File: src/rtl/wb_pkg.sv
`default_nettype none
// ============================================================================
// Module      : wb_pkg
// Description : Shared Wishbone bus widths and the arbiter's state encoding.
// Contents    : WB_AW / WB_DW / WB_SW  address, data and byte-select widths
//               state_t                 arbiter FSM state (IDLE / BUSY)
// Revision    : 1.0  initial release
// ============================================================================
package wb_pkg;

  localparam int WB_AW = 32;   // address width
  localparam int WB_DW = 32;   // data width
  localparam int WB_SW = 4;    // byte-select width

  typedef enum logic [0:0] {
    ST_IDLE = 1'b0,
    ST_BUSY = 1'b1
  } state_t;

endpackage
`default_nettype wire

File: src/rtl/wb_bus_arbiter_rr_pick.sv
`default_nettype none
// ============================================================================
// Module      : rr_pick
// Description : Combinational round-robin priority picker. Returns the first
//               requester strictly above the previous winner, wrapping to
//               the lowest requester when nothing above is asking.
// Ports       : req   in   NUM_M  request vector
//               last  in   NUM_M  one-hot previous winner
//               gnt   out  NUM_M  one-hot next winner (zero if no request)
// Revision    : 1.0  initial release
// ============================================================================
module rr_pick
  import wb_pkg::*;
#(
  parameter int NUM_M = 2
) (
  input  logic [NUM_M-1:0] req,
  input  logic [NUM_M-1:0] last,
  output logic [NUM_M-1:0] gnt
);

  localparam logic [NUM_M-1:0] c_one = {{(NUM_M-1){1'b0}}, 1'b1};

  logic [NUM_M-1:0] w_hi_mask;
  logic [NUM_M-1:0] w_req_hi;
  logic [NUM_M-1:0] w_cand;

  // Bits strictly above the one-hot 'last'. When last is the top bit the
  // shift overflows to zero, the subtraction gives all ones and the mask
  // becomes empty, which is exactly the wrap-around case.
  assign w_hi_mask = ~((last << 1) - c_one);
  assign w_req_hi  = req & w_hi_mask;

  // Prefer requesters above the previous winner, otherwise wrap.
  assign w_cand = (|w_req_hi) ? w_req_hi : req;

  // Isolate the lowest set bit.
  assign gnt = w_cand & (~w_cand + c_one);

endmodule
`default_nettype wire

File: src/rtl/wb_bus_arbiter.sv
`default_nettype none
// ============================================================================
// Module      : wb_bus_arbiter
// Description : Shares one Wishbone slave bus among NUM_M masters with
//               round-robin arbitration. The grant is held for the whole
//               master cycle; bus signals are muxed from the granted master
//               and terminations are steered back to it only. A watchdog
//               forces a one-cycle error when a strobed transfer stalls.
// Ports       : clk                  in   system clock, rising edge
//               rst                  in   async reset, active low
//               m_cyc/stb/we_i       in   per-master control
//               m_adr/sel/dat_i      in   per-master payload (packed, k-th
//                                         master in slice k)
//               m_gnt_o              out  one-hot registered grant
//               m_ack/err/rty_o      out  terminations, granted master only
//               m_dat_o              out  read data broadcast
//               s_cyc/stb/we/adr/sel/dat_o  out  slave bus
//               s_dat/ack/err/rty_i  in   slave response
// Revision    : 1.0  initial release
// ============================================================================
module wb_bus_arbiter
  import wb_pkg::*;
#(
  parameter int NUM_M   = 2,
  parameter int TIMEOUT = 255,
  parameter int TO_W    = 8
) (
  input  logic                   clk,
  input  logic                   rst,
  input  logic [NUM_M-1:0]       m_cyc_i,
  input  logic [NUM_M-1:0]       m_stb_i,
  input  logic [NUM_M-1:0]       m_we_i,
  input  logic [NUM_M*WB_AW-1:0] m_adr_i,
  input  logic [NUM_M*WB_SW-1:0] m_sel_i,
  input  logic [NUM_M*WB_DW-1:0] m_dat_i,
  output logic [NUM_M-1:0]       m_gnt_o,
  output logic [NUM_M-1:0]       m_ack_o,
  output logic [NUM_M-1:0]       m_err_o,
  output logic [NUM_M-1:0]       m_rty_o,
  output logic [WB_DW-1:0]       m_dat_o,
  output logic                   s_cyc_o,
  output logic                   s_stb_o,
  output logic                   s_we_o,
  output logic [WB_AW-1:0]       s_adr_o,
  output logic [WB_SW-1:0]       s_sel_o,
  output logic [WB_DW-1:0]       s_dat_o,
  input  logic [WB_DW-1:0]       s_dat_i,
  input  logic                   s_ack_i,
  input  logic                   s_err_i,
  input  logic                   s_rty_i
);

  localparam int               IW         = (NUM_M > 1) ? $clog2(NUM_M) : 1;
  localparam logic [TO_W-1:0]  c_to_last  = TO_W'(TIMEOUT - 1);
  localparam logic [NUM_M-1:0] c_last_rst = {1'b1, {(NUM_M-1){1'b0}}};

  state_t            r_state;
  logic [NUM_M-1:0]  r_gnt;
  logic [IW-1:0]     r_gidx;
  logic [NUM_M-1:0]  r_last;
  logic [TO_W-1:0]   r_wd_cnt;
  logic              r_to_flag;

  logic [NUM_M-1:0]  w_pick;
  logic [IW-1:0]     w_pick_idx;
  logic              w_busy;
  logic              w_term;
  logic              w_stall;

  logic [WB_AW-1:0]  w_adr_arr [NUM_M];
  logic [WB_SW-1:0]  w_sel_arr [NUM_M];
  logic [WB_DW-1:0]  w_dat_arr [NUM_M];

  // --------------------------------------------------------------------------
  // Split the packed per-master payload buses into arrays for indexed muxing.
  // --------------------------------------------------------------------------
  for (genvar k = 0; k < NUM_M; k++) begin : g_unpack
    assign w_adr_arr[k] = m_adr_i[k*WB_AW +: WB_AW];
    assign w_sel_arr[k] = m_sel_i[k*WB_SW +: WB_SW];
    assign w_dat_arr[k] = m_dat_i[k*WB_DW +: WB_DW];
  end

  // --------------------------------------------------------------------------
  // Round-robin choice of the next master.
  // --------------------------------------------------------------------------
  rr_pick #(
    .NUM_M (NUM_M)
  ) u_rr_pick (
    .req  (m_cyc_i),
    .last (r_last),
    .gnt  (w_pick)
  );

  // One-hot to index, walking a shifted copy so only constant bit selects
  // are needed.
  always_comb begin
    logic [NUM_M-1:0] v_scan;
    w_pick_idx = '0;
    v_scan     = w_pick;
    for (int k = 0; k < NUM_M; k++) begin
      if (v_scan[0]) begin
        w_pick_idx = IW'(k);
      end
      v_scan = v_scan >> 1;
    end
  end

  // --------------------------------------------------------------------------
  // Arbitration FSM. A release always lands in IDLE, so back-to-back grants
  // are separated by one dead cycle and a new request on the release cycle
  // is only considered on the following IDLE cycle.
  // --------------------------------------------------------------------------
  always_ff @(posedge clk or negedge rst) begin
    if (!rst) begin
      r_state <= ST_IDLE;
      r_gnt   <= '0;
      r_gidx  <= '0;
      r_last  <= c_last_rst;
    end else begin
      case (r_state)
        ST_IDLE: begin
          if (|m_cyc_i) begin
            r_gnt   <= w_pick;
            r_gidx  <= w_pick_idx;
            r_state <= ST_BUSY;
          end
        end
        ST_BUSY: begin
          if (!m_cyc_i[r_gidx]) begin
            r_gnt   <= '0;
            r_last  <= r_gnt;
            r_state <= ST_IDLE;
          end
        end
        default: begin
          r_state <= ST_IDLE;
          r_gnt   <= '0;
        end
      endcase
    end
  end

  assign w_busy  = (r_state == ST_BUSY);
  assign m_gnt_o = r_gnt;

  // --------------------------------------------------------------------------
  // Bus mux: everything is forced low while no grant is held.
  // --------------------------------------------------------------------------
  always_comb begin
    s_cyc_o = 1'b0;
    s_stb_o = 1'b0;
    s_we_o  = 1'b0;
    s_adr_o = '0;
    s_sel_o = '0;
    s_dat_o = '0;
    if (w_busy) begin
      s_cyc_o = m_cyc_i[r_gidx];
      s_stb_o = m_stb_i[r_gidx];
      s_we_o  = m_we_i[r_gidx];
      s_adr_o = w_adr_arr[r_gidx];
      s_sel_o = w_sel_arr[r_gidx];
      s_dat_o = w_dat_arr[r_gidx];
    end
  end

  // Terminations reach only the granted master; r_gnt is zero when idle.
  assign m_ack_o = r_gnt & {NUM_M{s_ack_i}};
  assign m_rty_o = r_gnt & {NUM_M{s_rty_i}};
  assign m_err_o = r_gnt & {NUM_M{s_err_i | r_to_flag}};
  assign m_dat_o = s_dat_i;

  // --------------------------------------------------------------------------
  // Watchdog. A slave termination on the expiry cycle takes precedence, so
  // the forced error is never stacked on a real one. The counter restarts
  // as the flag is raised so a continuing stall fires again TIMEOUT cycles
  // later.
  // --------------------------------------------------------------------------
  assign w_term  = s_ack_i | s_err_i | s_rty_i;
  assign w_stall = w_busy & s_stb_o & ~w_term;

  always_ff @(posedge clk or negedge rst) begin
    if (!rst) begin
      r_wd_cnt  <= '0;
      r_to_flag <= 1'b0;
    end else if (!w_stall) begin
      r_wd_cnt  <= '0;
      r_to_flag <= 1'b0;
    end else if (r_wd_cnt == c_to_last) begin
      r_wd_cnt  <= '0;
      r_to_flag <= 1'b1;
    end else begin
      r_wd_cnt  <= r_wd_cnt + 1'b1;
      r_to_flag <= 1'b0;
    end
  end

endmodule
`default_nettype wire

File: config.mk
export PLATFORM = sky130hd
export DESIGN_NAME = wb_bus_arbiter
export DESIGN_NICKNAME = d
export VERILOG_FILES = /design/src/rtl/wb_pkg.sv /design/src/rtl/wb_bus_arbiter_rr_pick.sv /design/src/rtl/wb_bus_arbiter.sv
export SDC_FILE = /design/constraint.sdc
export NUM_CORES = 1
export LEC_CHECK = 0
export BUFFER_PORTS_ARGS = -buffer_cell sky130_fd_sc_hd__buf_2
export CAP_MARGIN = 15
export CORE_AREA = 2 2 114 116
export DETAILED_ROUTE_END_ITERATION = 10
export DIE_AREA = 0 0 116 118
export MAX_ROUTING_LAYER = met4
export PLACE_DENSITY = 0.6
export SYNTH_ARGS = -nofsm -noshare
export SYNTH_HDL_FRONTEND = slang
export SYNTH_SLANG_ARGS = --single-unit
File: constraint.sdc
create_clock -name clk -period 1.2 [get_ports clk]
set_input_delay 0.24 -clock clk [delete_from_list [all_inputs] [get_ports clk]]
set_output_delay 0.24 -clock clk [all_outputs]
set_load 0.03 [all_outputs]
## Word level (Yosys, flattened, before mapping)

Index checks and enable logic that the tools add are counted.

| word-level totals | value |
|---|---|
| memory bits (writable) | 0 |
| bits in latches | 0 |
| memories kept | 0 |
| output and inout bits | 111 |
| logic and storage cells | 68 |
| bits of input ports | 179 |
| register bits after elaboration | 14 |
| bits in read-only memories | 0 |

| cells by class | value |
|---|---|
| multiply operators | 0 |
| bitwise logic cells | 16 |
| muxes and demuxes | 33 |
| $add $sub $neg | 3 |
| eq/ne operators | 3 |
| reduce and logical (&&, ||, !) cells | 5 |
| divide/modulo/power cells | 0 |
| order comparisons | 2 |
| shift-type cells | 0 |

Operator list:

| operator | count |
|---|---|
| two-way mux 32 bit | 8 |
| two-way mux 4 bit | 4 |
| two-way mux 8 bit | 2 |
| two-way mux 1 bit | 14 |
| bitwise AND 2 bit | 5 |
| adder 8 x 1 -> 8 bit (second input constant) | 1 |
| == test 8 bit (second input constant) | 1 |
| two-way mux 2 bit | 3 |
| AND reduction 2 bit | 3 |
| inequality test 2 bit (second input constant) | 2 |
| inverter 2 bit | 2 |
| case mux 2 bit (2 select lines) | 1 |
| OR reduction 2 bit | 2 |
| inverter 1 bit | 3 |
| OR 1 bit | 3 |
| adder 2 x 1 -> 2 bit (second input constant) | 1 |
| bitwise AND 1 bit | 2 |
| >= comparator 2 bit (second input constant) | 1 |
| < comparator 1 x 2 -> 1 bit (second input constant) | 1 |
| inverter 1 -> 2 bit | 1 |
| case mux 1 bit (2 select lines) | 1 |
| subtractor 2 x 1 -> 2 bit (second input constant) | 1 |

## Longest topological paths before layout

Gate-level depths: netlist of run 1.

| depth | value |
|---|---|
| word-level depth | 10 |
| depth in mapped cells | 5 |

## Modules after synthesis

From an unflattened synthesis of run 1, not the netlist that was laid out.

| second synthesis, totals | value |
|---|---|
| cell total of the unflattened synthesis | 258 |
| area, all modules | 2075.7 µm² |

Modules (own cells, without submodules):

| module | instances | cells each | area each (µm²) |
|---|---|---|---|
| wb_bus_arbiter | 1 | 255 | 2057.0 |
| rr_pick | 1 | 3 | 18.8 |

## Worst setup path after synthesis of run 1

Ideal clock, no wire load.

| timing | value |
|---|---|
| path type | reg2out |
| start point | register r_gidx |
| end point | output s_adr_o[0] |
| setup slack | -0.357 ns |
| buffers on the path | 2 |
| stages on the path, launching flop included | 5 |
| required time | 0.960 ns |
| arrival | 1.317 ns |
| cells stage by stage | dfrtp_1 > buf_4 > buf_2 > mux2i_1 > nor2b_1 |

| on the way | value |
|---|---|
| longest elaborated chain between the ends | 5 |

RTL lines:

| item | RTL line | text |
|---|---|---|
| start: declaration | wb_bus_arbiter.sv:59 | `logic [IW-1:0] r_gidx;` |
| start signal: assignment | wb_bus_arbiter.sv:124 | `r_gidx <= w_pick_idx;` |
| inverter 1 -> 2 bit (not written as such) | wb_bus_arbiter.sv:160 | `s_adr_o = w_adr_arr[r_gidx];` |
| two-way mux 32 bit (not written as such) (3 in series) | wb_bus_arbiter.sv:160 |  |
| two-way mux 32 bit | wb_bus_arbiter.sv:156 | `if (w_busy) begin` |
| end: declaration | wb_bus_arbiter.sv:44 | `output logic [WB_AW-1:0] s_adr_o,` |

No other way between the ends. The select of a mux whose other input is x is not followed.

## Final worst setup path of run 1

| timing | value |
|---|---|
| start point | register r_gidx |
| end point | output s_dat_o[18] |

| on the way | value |
|---|---|
| longest elaborated chain between the ends | 5 |

RTL lines:

| item | RTL line | text |
|---|---|---|
| inverter 1 -> 2 bit (not written as such) | wb_bus_arbiter.sv:162 | `s_dat_o = w_dat_arr[r_gidx];` |
| two-way mux 32 bit (not written as such) (3 in series) | wb_bus_arbiter.sv:162 |  |
| two-way mux 32 bit | wb_bus_arbiter.sv:156 |  |
| end: declaration | wb_bus_arbiter.sv:46 | `output logic [WB_DW-1:0] s_dat_o,` |

No other way between the ends. The select of a mux whose other input is x is not followed.

==> results.cfg, run 1 <==
[clocking]
clock_latency_ns = 0.24
cts_buffers = 3
clockRootBuffer = clkbuf_16
h-tree-depth = 1
cts_tree = built
clockBufferDepth = 2
numClockSinks = 14
clkTransAtPathRegs_ns = 0.05

[timing]
period_needed_ns = 1.77
hold-worst-slack_ns = 0.394
fin_crit_sh = 1.48
hold_viol_final = 0
worst_pin_slew_ns = 0.323
fin_worst_skew_ns = 0.00105
finalWorstSetupSlack_ns = -0.571
fmax_mhz = 565
rsz0062_at_grt = true
slew-limit-headroom = 0.784
finalMaxSlewViolations = 0
setup_viol = 87

[worst_setup_path]
critPathArrivalTime_ns = 1.53
r2r_slack_ns = -0.35
worstPathMaxFanout = 10
cp-start-kind = flip-flop
end_kind = primary output
path_class = flip-flop to primary output
worstPathRequired_ns = 0.96

[status]
status = finished with violations
failed_checks = negative setup slack

[synthesis]
avgSynthCellArea_um2 = 8.49
synth_nets = 441
synth_xor_area_frac = 0.0119
synth-edff-count = 0
synth_area_leaders = mux2i_1 (32%), nor2b_1 (20%), dfrtp_1 (16%)
synthFlopType = dfrtp_1
syn_inst = 260
synth_top_area_cell = mux2i_1
synth_cell_types = 36
synthTopCellsByCount = mux2i_1 (71), nor2b_1 (71), buf_4 (33), dfrtp_1 (14), nand2_1 (8)
synth_mux_area_frac = 0.327
synth_top_family_by_area = multiplexers
ys_seq_elements = 14
synth_compound_area_frac = 0.0550
synthAdderAreaFrac = 0.0113
seq_area_frac_synth = 0.159
yosys_warnings = 0
synth_area_mm2 = 0.00221
synth-simple-area-share = 0.279
async_flop_share = 1.00
yosys.area.top_type_share = 0.322

[hold_path]
hold_class = input pin to flip-flop

[place]
place_inst = 625
gp_congestion = 0.735
io_buffers = 225
dp_hpwl_mm = 6.45

[global_route]
grt_pass1_wl_mm = 13.3
antenna_found_initial = 0
grt_usage = 0.126
grt_pass1_vias = 2813
grt_max_degree = 40
grt_overflow = 0

[job]
cap_violations = 0

[power]
power.net_switching_mw = 4.43
pwr-share-seq = 0.072
total_power_mw = 9.73
p_per_area_mw_per_mm2 = 2140
p_int_mw = 5.30
p_leak_nw = 2.27
clockPowerShare = 0.071
combPwrFrac = 0.857
peakVddDrop_mv = 0.865
p_sw_frac = 0.455

[detailed_routing]
wl_mm = 8.86
vias = 2654
routed_via_density = 4.13
ant_nets = 0
dr.pass1.iters = 4
drtIter0Drc = 42
route.detailed.wl_per_inst_um = 13.8
drcViolationCount = 0

[cells_and_area]
multi_input_area_mm2 = 0.00186
layout-drive-gt1-share = 0.790
syn2layout_area_growth_pct = 106
antenna_cells = 0
nFillCells = 1272
fin_util = 0.366
nets = 653
seq_area_um2 = 358
final_cell_count_no_fill = 643

[floorplan]
die_h_um = 118
num_rows = 41
die_x_um = 116
start_util = 0.178
die-area_mm2 = 0.0137
pin_count = 290
core_mm2 = 0.0124
==> state kept, by name, indices dropped and copies added (netlist names) <==
register and cells:
r_to_flag 1, m_gnt_o 2, r_wd_cnt 8, r_state 1
r_last 1, r_gidx 1
==> metal layers <==
metal	part of all wire	wire (um)	vias to the layer above	track usage
li1	-	-	1272	-
met1	0.37	3270	1238	0.136
met3	0.061	537	14	0.0129
met2	0.55	4880	130	0.235
met5	0	0	-	-
met4	0.019	169	0	0.0409
==> path summary, 6_finish.rpt <==
path	end	start	cells after the start
setup / recovery	s_dat_o[18]	r_gidx	5
hold / removal	m_gnt_o[1]	m_cyc_i[1]	3
setup reg to reg	r_to_flag	r_gidx	6
hold reg to reg	r_wd_cnt[7]	r_wd_cnt[7]	1
max in group asynchronous	r_gidx	rst	2
min in group asynchronous	r_wd_cnt[1]	rst	2
==> cells by family (layout without fill, tap and decap cells) <==
group           Yosys count  count (layout)
xor+xnor                  3               3
simple gates            100             100
flops                    14              14
fa+ha+maj                 2               2
compound gates           17              17
mux                      72              72
buf+inv                  52             263
==> critical path, stage by stage (launching register included) <==
cell and delay (ns):
dfrtp_4 0.54, buf_12 0.19, buf_12 0.14, mux2i_1 0.13, nor2b_2 0.14, buf_6 0.14
==> layout by cell type (no fill, tap or decap), drive strengths merged, types with 3 or more instances in the layout <==
master and instances:
a21oi 3, and2 4, buf 256, clkbuf 4
dfrtp 14, mux2i 71, nand2 8, nand3 3
nor2b 71, nor3 6, o21ai 4
==> cell type report <==
class,instances,area share
inverter,2,0.00165
timing repair buffer,257,0.442
clock buffer,4,0.0196
sequential,14,0.0788
multi-input combinational,194,0.410
tap,172,0.0474
==> metrics by stage <==
stage / cell area [um2] / setup TNS [ns] / setup slack [ns]
after detailed placement: 3650 / -20.39 / -0.343
after CTS: 4490 / -39.80 / -0.572
after floorplan: 2450 / -12.52 / -0.220
after global placement: 3650 / -18.40 / -0.317
after global routing: 4540 / -43.43 / -0.627
final: 4540 / -38.72 / -0.571
==> power groups by stage <==
| stage | sequential (mW) | clock (mW) | combinational, mW |
|---|---|---|---|
| 3_5_place_dp | 0.678 | 0 | 6.20 |
| 6_report | 0.702 | 0.693 | 8.33 |
| 2_1_floorplan | 0.656 | 0 | 4.73 |
| 4_1_cts | 0.697 | 0.701 | 8.34 |
| 3_3_place_gp | 0.672 | 0 | 6.08 |
| 5_1_grt | 0.715 | 0.727 | 8.75 |
==> what timing repair did <==
item	in CTS	in global routing
pin swaps	5	1
buffers inserted	6	3
hold buffers	1	0
cloned	5	0
gates resized for setup	169	12
endpoints found under the setup margin	90	92
endpoints found under the hold margin	14	0
Power figures use the tool's default switching activity.
==> run 2, diff against run 1 <==
--- a/config.mk
+++ b/config.mk
@@ -12,6 +12,9 @@
 export DIE_AREA = 0 0 116 118
 export MAX_ROUTING_LAYER = met4
 export PLACE_DENSITY = 0.6
+export REMOVE_ABC_BUFFERS = 1
+export SLEW_MARGIN = 20
 export SYNTH_ARGS = -nofsm -noshare
 export SYNTH_HDL_FRONTEND = slang
 export SYNTH_SLANG_ARGS = --single-unit
+export TNS_END_PERCENT = 10
==> results.cfg, run 2 (same netlist as run 1, synthesis figures left out) <==
[status]
status = finished with violations
failed_checks = negative setup slack

[clocking]
cts_buffers = 3
h-tree-depth = 1
clock_latency_ns = 0.25
numClockSinks = 14
clkTransAtPathRegs_ns = 0.05
cts_tree = built
clockBufferDepth = 2
clockRootBuffer = clkbuf_16

[cells_and_area]
fin_util = 0.325
nets = 646
largest_register_ff_count = 8
antenna_cells = 0
final_cell_count_no_fill = 636
largest_register = r_wd_cnt
syn2layout_area_growth_pct = 82.5
layout-drive-gt1-share = 0.623
final_cell_mix = buf_2 (151), buf_4 (77), nor2b_1 (65)
final_common_cell = buf_2

[timing]
period_needed_ns = 1.82
hold_viol_final = 0
fmax_mhz = 550
finalWorstSetupSlack_ns = -0.620
finalMaxSlewViolations = 0
fin_worst_skew_ns = 0.00468
rsz0062_at_grt = true
fin_crit_sh = 1.52
setup_viol = 88
worst_pin_slew_ns = 0.328
slew-limit-headroom = 0.782

[detailed_routing]
routed.top_layer = met4
wl_met1_mm = 4.96
dr.pass1.iters = 4
routed_via_density = 4.15
ant_nets = 0
vias = 2642
wl_mm = 11.2
drcViolationCount = 0
drtIter0Drc = 68
dr_wl_met3_mm = 1.40
wl_met2_mm = 4.78
route.detailed.wl_per_inst_um = 17.6

[floorplan]
die-area_mm2 = 0.0137
die_h_um = 118
die_x_um = 116
start_util = 0.178
num_rows = 41
pin_count = 290
core_mm2 = 0.0124

[hold_path]
min_delay_path_depth = 4
worstHoldEndpoint = r_state
hp-start = m_cyc_i[1]
hold_class = input pin to flip-flop

[worst_setup_path]
max_stage_delay_ns = 0.52
worstPathMaxFanout = 7
critPathArrivalTime_ns = 1.58
crit_slowest_cell = dfrtp_4
r2r_slack_ns = -0.31
end_kind = primary output
r2r_start = r_gidx
worst_r2r_path_depth = 5
rr_endpoint = r_last[0]
path_class = flip-flop to primary output
cp-start-kind = flip-flop
worstPathRequired_ns = 0.96
worstPathCellList = buf_6 -> buf_16 -> mux2i_4 -> nor2b_1 -> buf_4

[global_route]
grt_pass1_vias = 2609
antenna_found_initial = 0
grt_pass1_wl_mm = 15.1
grt_overflow = 0
grt_usage = 0.153
grt_max_degree = 36

[place]
gp_congestion = 0.751
io_buffers = 225
place_inst = 624
dp_hpwl_mm = 9.06

[power]
peakVddDrop_mv = 1.12
p_leak_nw = 2.06
p_per_area_mw_per_mm2 = 2120
total_power_mw = 8.53

[job]
cap_violations = 0
[run 2: final cells by class]
cell class | count | area (um2)
clock buffers | 4 | 88.8
fillers | 1325 | 8380
inverters | 2 | 7.51
multi-input cells | 194 | 1700
flip-flops and latches | 14 | 358
well taps | 172 | 215
repair buffers | 250 | 1670
[run 2: worst max path at each step]
| stage | startpoint | slack [ns] | cells past startpoint | end |
|---|---|---|---|---|
| floorplan | r_gidx | -2.40 | 3 | m_gnt_o[0] |
| global placement | r_gidx | -0.42 | 4 | s_dat_o[28] |
| detailed placement | r_gidx | -0.44 | 4 | s_dat_o[28] |
| CTS | r_gidx | -0.64 | 5 | s_dat_o[5] |
| global route | r_gidx | -0.68 | 5 | s_dat_o[1] |
| finish | r_gidx | -0.62 | 5 | s_dat_o[1] |
[run 2: power by group]
| group | leakage, nW | switching (mW) | internal [mW] |
|---|---|---|---|
| clock network | 0.0442 | 0.209 | 0.506 |
| logic | 1.83 | 3.82 | 3.28 |
| registers | 0.183 | 0.146 | 0.563 |
| total | 2.06 | 4.18 | 4.35 |
[run 2: worst max-delay path: cells and delay by family, from the launching register on]
family	cells	cell delay, ns
AND/OR/NAND/NOR	1	0.13
multiplexers	1	0.20
buffers and inverters	3	0.47
flip-flops	1	0.52
[run 2: timing repair]
item	in CTS	in global routing
setup buffers	3	2
endpoints found under the setup margin	89	89
hold buffers	1	0
endpoints found under the hold margin	14	0
pin swaps	4	3
resized for setup	110	18
cloned	2	0
[run 2: through the flow]
stage / hold slack, ns / TNS [ns] / area, um2 / worst slack, ns
detailed placement: 0.164 / -19.73 / 3420 / -0.436
floorplan: -0.0556 / -182.98 / 1870 / -2.40
global placement: 0.160 / -17.85 / 3420 / -0.421
CTS: 0.375 / -39.10 / 3930 / -0.636
finish: 0.412 / -37.94 / 4030 / -0.620
global route: 0.446 / -43.45 / 4030 / -0.677
[run 2: routing by layer]
metal | vias to the layer above | GRT usage
met2 | 160 | 0.224
met1 | 1214 | 0.203
met3 | 6 | 0.0685
met5 | - | -
li1 | 1262 | -
met4 | 0 | 0.0134
